===== src/rtl/softmax_norm_scheduler.sv =====
// Softmax normaliser: buffers one vector of exp values, forms a reciprocal of their sum, then scales each element through a shared multiplier.
// Latency 30 cycles from last accept to first output (3 when the sum is zero); o_ready is low outside LOAD; outputs hold while i_ready is low.
module softmax_norm_scheduler #(
    parameter int BIT_WIDTH = 16,
    parameter int VEC_LEN   = 8
) (
    input  logic                 i_clk,
    input  logic                 i_rst,
    input  logic                 i_valid,
    input  logic [BIT_WIDTH-1:0] i_data,
    input  logic                 i_last,
    output logic                 o_ready,
    output logic                 o_mulValid,
    output logic [BIT_WIDTH-1:0] o_mulA,
    output logic [BIT_WIDTH-1:0] o_mulB,
    input  logic [BIT_WIDTH-1:0] i_mulData,
    output logic                 o_valid,
    output logic [BIT_WIDTH-1:0] o_data,
    output logic                 o_last,
    input  logic                 i_ready,
    output logic                 o_busy
);
    localparam int SW = BIT_WIDTH + $clog2(VEC_LEN);
    localparam int CW = $clog2(VEC_LEN + 1);
    localparam int AW = (VEC_LEN > 1) ? $clog2(VEC_LEN) : 1;
    localparam int QW = 28;
    localparam logic [CW-1:0] LAST_CNT = CW'(VEC_LEN - 1);
    localparam logic [CW-1:0] ONE_C    = CW'(1);
    localparam logic [4:0]    DIV_LAST = 5'd27;

    typedef enum logic [1:0] {LOAD, DIVIDE, SCALE} state_t;

    state_t               state;
    logic [BIT_WIDTH-1:0] buffer [VEC_LEN];
    logic [CW-1:0]        cnt;
    logic [CW-1:0]        idx;
    logic [SW-1:0]        sum;
    logic [SW-1:0]        rem;
    logic [QW-2:0]        quo;
    logic [4:0]           div_cnt;
    logic [BIT_WIDTH-1:0] recip;

    logic                 accept;
    logic                 load_done;
    logic                 mul_fire;
    logic [BIT_WIDTH-1:0] clamped;
    logic [SW:0]          trial;
    logic [SW-1:0]        diff;
    logic                 q_bit;
    logic [QW-1:0]        quo_next;
    logic [BIT_WIDTH-1:0] quo_sat;

    always_comb begin
        accept    = (state == LOAD) && i_valid;
        load_done = accept && (i_last || (cnt == LAST_CNT));
        clamped   = i_data[BIT_WIDTH-1] ? '0 : i_data;
        mul_fire  = (state == SCALE) && (!o_valid || i_ready) && (idx < cnt);
        // Dividend is all ones, so every restoring step shifts in a 1.
        trial     = {rem, 1'b1};
        q_bit     = (trial >= {1'b0, sum});
        diff      = trial[SW-1:0] - sum;
        quo_next  = {quo, q_bit};
        quo_sat   = (|quo_next[QW-1:BIT_WIDTH]) ? '1 : quo_next[BIT_WIDTH-1:0];
    end

    assign o_mulValid = mul_fire;
    assign o_mulA     = (state == SCALE) ? buffer[idx[AW-1:0]] : '0;
    assign o_mulB     = (state == SCALE) ? recip : '0;

    always_ff @(posedge i_clk) begin
        if (accept) begin
            buffer[cnt[AW-1:0]] <= clamped;
        end
    end

    always_ff @(posedge i_clk or posedge i_rst) begin
        if (i_rst) begin
            state   <= LOAD;
            cnt     <= '0;
            idx     <= '0;
            sum     <= '0;
            rem     <= '0;
            quo     <= '0;
            div_cnt <= '0;
            recip   <= '0;
            o_valid <= 1'b0;
            o_last  <= 1'b0;
            o_data  <= '0;
            o_ready <= 1'b1;
            o_busy  <= 1'b0;
        end else begin
            case (state)
                LOAD: begin
                    if (accept) begin
                        sum <= sum + SW'(clamped);
                        cnt <= cnt + ONE_C;
                        if (load_done) begin
                            state   <= DIVIDE;
                            o_ready <= 1'b0;
                            o_busy  <= 1'b1;
                            rem     <= '0;
                            quo     <= '0;
                            div_cnt <= '0;
                        end
                    end
                end
                DIVIDE: begin
                    if (sum == '0) begin
                        recip <= '0;
                        state <= SCALE;
                    end else begin
                        rem     <= q_bit ? diff : trial[SW-1:0];
                        quo     <= quo_next[QW-2:0];
                        div_cnt <= div_cnt + 5'd1;
                        if (div_cnt == DIV_LAST) begin
                            recip <= quo_sat;
                            state <= SCALE;
                        end
                    end
                end
                SCALE: begin
                    if (mul_fire) begin
                        o_data  <= i_mulData;
                        o_valid <= 1'b1;
                        o_last  <= (idx == cnt - ONE_C);
                        idx     <= idx + ONE_C;
                    end else if (o_valid && i_ready) begin
                        o_valid <= 1'b0;
                        o_last  <= 1'b0;
                        // Final element consumed: vector done, reopen for loading.
                        if (o_last) begin
                            state   <= LOAD;
                            o_ready <= 1'b1;
                            o_busy  <= 1'b0;
                            cnt     <= '0;
                            idx     <= '0;
                            sum     <= '0;
                        end
                    end
                end
                default: state <= LOAD;
            endcase
        end
    end
endmodule

===== config.mk =====
export PLATFORM = sky130hd
export DESIGN_NAME = softmax_norm_scheduler
export DESIGN_NICKNAME = d
export VERILOG_FILES = /design/src/rtl/softmax_norm_scheduler.sv
export SDC_FILE = /design/constraint.sdc
export NUM_CORES = 1
export LEC_CHECK = 0
export ABC_AREA = 1
export CAP_MARGIN = 20
export CORE_ASPECT_RATIO = 1.4
export CORE_MARGIN = 10
export CORE_UTILIZATION = 35
export CTS_CLUSTER_SIZE = 25
export DETAILED_ROUTE_END_ITERATION = 10
export GPL_TIMING_DRIVEN = 1
export PLACE_DENSITY = 0.55
export SKIP_CTS_REPAIR_TIMING = 1
export SLEW_MARGIN = 20
export SYNTH_ARGS = -nofsm -noshare
export SYNTH_HDL_FRONTEND = slang
export SYNTH_SLANG_ARGS = --single-unit

===== constraint.sdc =====
create_clock -name i_clk -period 9.6 [get_ports i_clk]
set_clock_uncertainty 0.05 [all_clocks]
set_input_delay 1.44 -clock i_clk [delete_from_list [all_inputs] [get_ports i_clk]]
set_output_delay 1.44 -clock i_clk [all_outputs]
set_load 0.01 [all_outputs]

==> impl_metrics.sql <==
INSERT INTO impl_metrics (metric_group, metric, value, unit) VALUES
('run_status', 'outcome', 'completed', ''),
('timing', 'finalCriticalPeriod', '5.69', 'ns'),
('global_routing', 'grt_overflow', '0', ''),
('global_routing', 'grt_pass1_wl', '49.4', 'mm'),
('synthesis', 'postSynth.asyncResetShare', '49.2', '%'),
('timing', 'final_min_period_over_clock_period', '59.3', '%'),
('final_layout', 'area_used_by_multi_input_combinational_logic', '4890', 'um^2'),
('detailed_routing', 'post_drt_wl_per_cell', '15.7', 'um'),
('timing', 'timing.final.setup_violations', '0', ''),
('floorplanning', 'chipWidth', '177', 'um'),
('clocking', 'worstSkewPairLatency', '0.53', 'ns'),
('timing', 'maxSlewViolCount', '0', ''),
('synthesis', 'post_synthesis_instance_total', '1432', ''),
('synthesis', 'synth_area_per_cell', '8.49', 'um^2'),
('floorplanning', 'start_util', '35.5', '%'),
('hold_path', 'hold_wc_startpoint', 'recip[1]', ''),
('pwr', 'p_leak', '6.30', 'nW'),
('synthesis', 'synthAdderAreaFrac', '4.55', '%'),
('hold_path', 'hp-class', 'reg -> reg', ''),
('final_layout', 'fill_cells', '3434', ''),
('placement', 'final_weighted_congestion_of_routability_driven_global_placement', '0.859', ''),
('synthesis', 'synth_most_common_cell', 'sky130_fd_sc_hd__nand2_1', ''),
('clocking', 'clock_sink_count', '236', ''),
('critical_path', 'regToRegEndpoint', 'buffer[1][4]', ''),
('synthesis', 'yosys.cell_types.count', '40', ''),
('detailed_routing', 'route.vias.total', '9559', ''),
('detailed_routing', 'detail_route.wirelength.met1', '12.8', 'mm'),
('timing', 'setup_tns', '0', 'ns'),
('floorplanning', 'coreArea', '34200', 'um^2'),
('critical_path', 'r2r_slack', '5.11', 'ns'),
('final_layout', 'layout.nets', '1590', ''),
('synthesis', 'synth_top_cells_by_area', 'sky130_fd_sc_hd__edfxtp_1, sky130_fd_sc_hd__dfrtp_1, sky130_fd_sc_hd__nand2_1, sky130_fd_sc_hd__nor2_1, sky130_fd_sc_hd__o21ai_0', ''),
('synthesis', 'synthMuxAreaShare', '0', '%'),
('detailed_routing', 'detailedRoute.firstIterationViolations', '555', ''),
('synthesis', 'mappedNetlistArea', '12200', 'um^2'),
('detailed_routing', 'routed_length_on_met2', '16.8', 'mm'),
('global_routing', 'grt_antenna_before_repair', '0', ''),
('synthesis', 'synth_top_family_by_area', 'simple AND/OR/NAND/NOR gates', ''),
('detailed_routing', 'firstDrtPassIters', '5', ''),
('detailed_routing', 'remaining_drcs', '0', ''),
('final_layout', 'antenna-diode-count', '0', ''),
('timing', 'worst-slew-pin-transition', '1.01', 'ns'),
('clocking', 'maximum_level_of_the_cts_h_tree', '1', ''),
('clocking', 'cts.root.buffer_cell', 'sky130_fd_sc_hd__clkbuf_16', ''),
('placement', 'detailedPlacementHpwl', '21.2', 'mm'),
('synthesis', 'synth_ff_type', 'sky130_fd_sc_hd__edfxtp_1', ''),
('critical_path', 'peak_fanout_along_the_critical_path', '64', ''),
('timing', 'timing_hold_violations_final', '0', ''),
('critical_path', 'timing.reg2reg.worst_path_depth', '10', ''),
('timing', 'grt_setup_unrepaired', 'false', ''),
('synthesis', 'synth_seq_area_share', '53.5', '%'),
('synthesis', 'synth_largest_type_area_fraction', '29.7', '%'),
('synthesis', 'synth_nets', '1512', ''),
('critical_path', 'critPathKind', 'reg -> out', ''),
('synthesis', 'synthTopCellsByCount', 'sky130_fd_sc_hd__nand2_1, sky130_fd_sc_hd__nor2_1, sky130_fd_sc_hd__inv_1', ''),
('hold_path', 'holdPathEnd', 'recip[1]', ''),
('timing', 'holdWs', '0.420', 'ns'),
('floorplanning', 'num_rows', '80', ''),
('critical_path', 'endpoint_kind', 'primary output', ''),
('synthesis', 'synthDominantAreaCellType', 'sky130_fd_sc_hd__edfxtp_1', ''),
('synthesis', 'yosys.area_share.xor_xnor', '1.51', '%'),
('synthesis', 'postSynthRegisterBits', '236', ''),
('floorplanning', 'die_footprint', '42700', 'um^2'),
('clocking', 'cts_tree', 'done', ''),
('critical_path', 'worst_ep_arrival_time', '4.20', 'ns'),
('pwr', 'power_per_cell_area', '298', 'nW/um^2'),
('pwr', 'ir_worst_vdd', '0.135', 'mV'),
('synthesis', 'synth_warnings', '0', ''),
('global_routing', 'largest_net_degree_at_the_start_of_global_routing', '70', ''),
('synthesis', 'synth-edff-count', '120', ''),
('floorplanning', 'io-pin-count', '90', '');
placed cells by master (no fill, tap or decap), drive strengths merged, types with 2 or more instances in the layout:
cell type / netlist / layout
nor3: 14 / 14
xnor2: 15 / 15
nand3: 62 / 62
nand3b: 22 / 22
or2: 4 / 4
clkdlybuf4s50: 0 / 88
nor2: 185 / 185
a21oi: 37 / 37
nor3b: 2 / 2
nand4: 5 / 5
o21bai: 2 / 2
buf: 25 / 14
fa: 2 / 2
inv: 135 / 137
clkbuf: 27 / 38
edfxtp: 120 / 120
a31oi: 15 / 15
o22ai: 24 / 24
ha: 41 / 41
dfrtp: 115 / 115
nor4: 4 / 4
xor2: 6 / 6
nand2: 444 / 444
o21ai: 122 / 122
clkinv: 1 / 7
per-stage QoR:
step | instance area [um^2] | power [W] | cells | util [%] | worst slack (ns)
final | 14300 | 0.00426 | 1980 | 41.7 | 3.91
after global routing | 14300 | 0.00463 | 1980 | 41.7 | 3.52
after CTS | 14200 | 0.00431 | 1979 | 41.6 | 3.78
after detailed placement | 13500 | 0.00337 | 1933 | 39.3 | 4.28
after global placement | 13500 | 0.00335 | 1933 | 39.3 | 4.29
after floorplan | 12200 | 0.00289 | 1432 | - | 5.04
cells by family (layout without fill, tap and decap cells):
logic type / after synthesis / after routing
AO/OA/AOI/OAI: 200 / 200
flip-flops: 236 / 236
XOR/XNOR: 21 / 21
adder cells (fa/ha/maj): 43 / 43
buffers and inverters: 188 / 285
AND/OR/NAND/NOR: 743 / 743
other: 1 / 1
state kept, by name, indices dropped and copies added (netlist names), 2 cells and up:
register,flops
buffer,120
cnt,4
div_cnt,5
idx,4
o_data,16
quo,27
recip,16
rem,19
state,2
sum,19
report_power, final:
| part | internal (W) | switching [W] |
|---|---|---|
| clock network | 0.000522 | 0.000400 |
| registers | 0.00130 | 0.000162 |
| logic | 0.000689 | 0.00118 |
cell type report:
class,instances,area share [%]
clock buffer,37,5.05
clock inverter,9,0.403
inverter,136,3.60
multi-input combinational,1008,34.3
sequential,236,45.6
tap,451,3.96
timing repair buffer,103,7.09
metal layers:
layer,GRT usage [%],vias to the layer above
li1,-,4837
met1,17.0,4548
met2,26.7,147
met3,1.81,27
met4,3.47,0
met5,0,-
critical path, stage by stage, from the launching register on:
cell                              delay, ns
sky130_fd_sc_hd__dfrtp_2               0.38
sky130_fd_sc_hd__buf_4                 0.32
sky130_fd_sc_hd__inv_2                 0.82
sky130_fd_sc_hd__ha_1                  0.30
sky130_fd_sc_hd__o21bai_1              0.07
sky130_fd_sc_hd__nand3_1               0.08
sky130_fd_sc_hd__nand3_2               0.37
sky130_fd_sc_hd__inv_1                 0.66
sky130_fd_sc_hd__clkdlybuf4s50_1       0.66
worst max path at each step:
stage	start	end	slack, ns	cells after the start
after global routing	idx[0]	o_mulValid	3.52	8
after CTS	idx[0]	o_mulValid	3.78	8
after detailed placement	i_ready	o_mulValid	4.28	6
final	idx[0]	o_mulValid	3.91	8
after global placement	i_ready	o_mulValid	4.29	6
after floorplan	i_rst	cnt[0]	5.04	1
(Power assumes the default switching activity.)
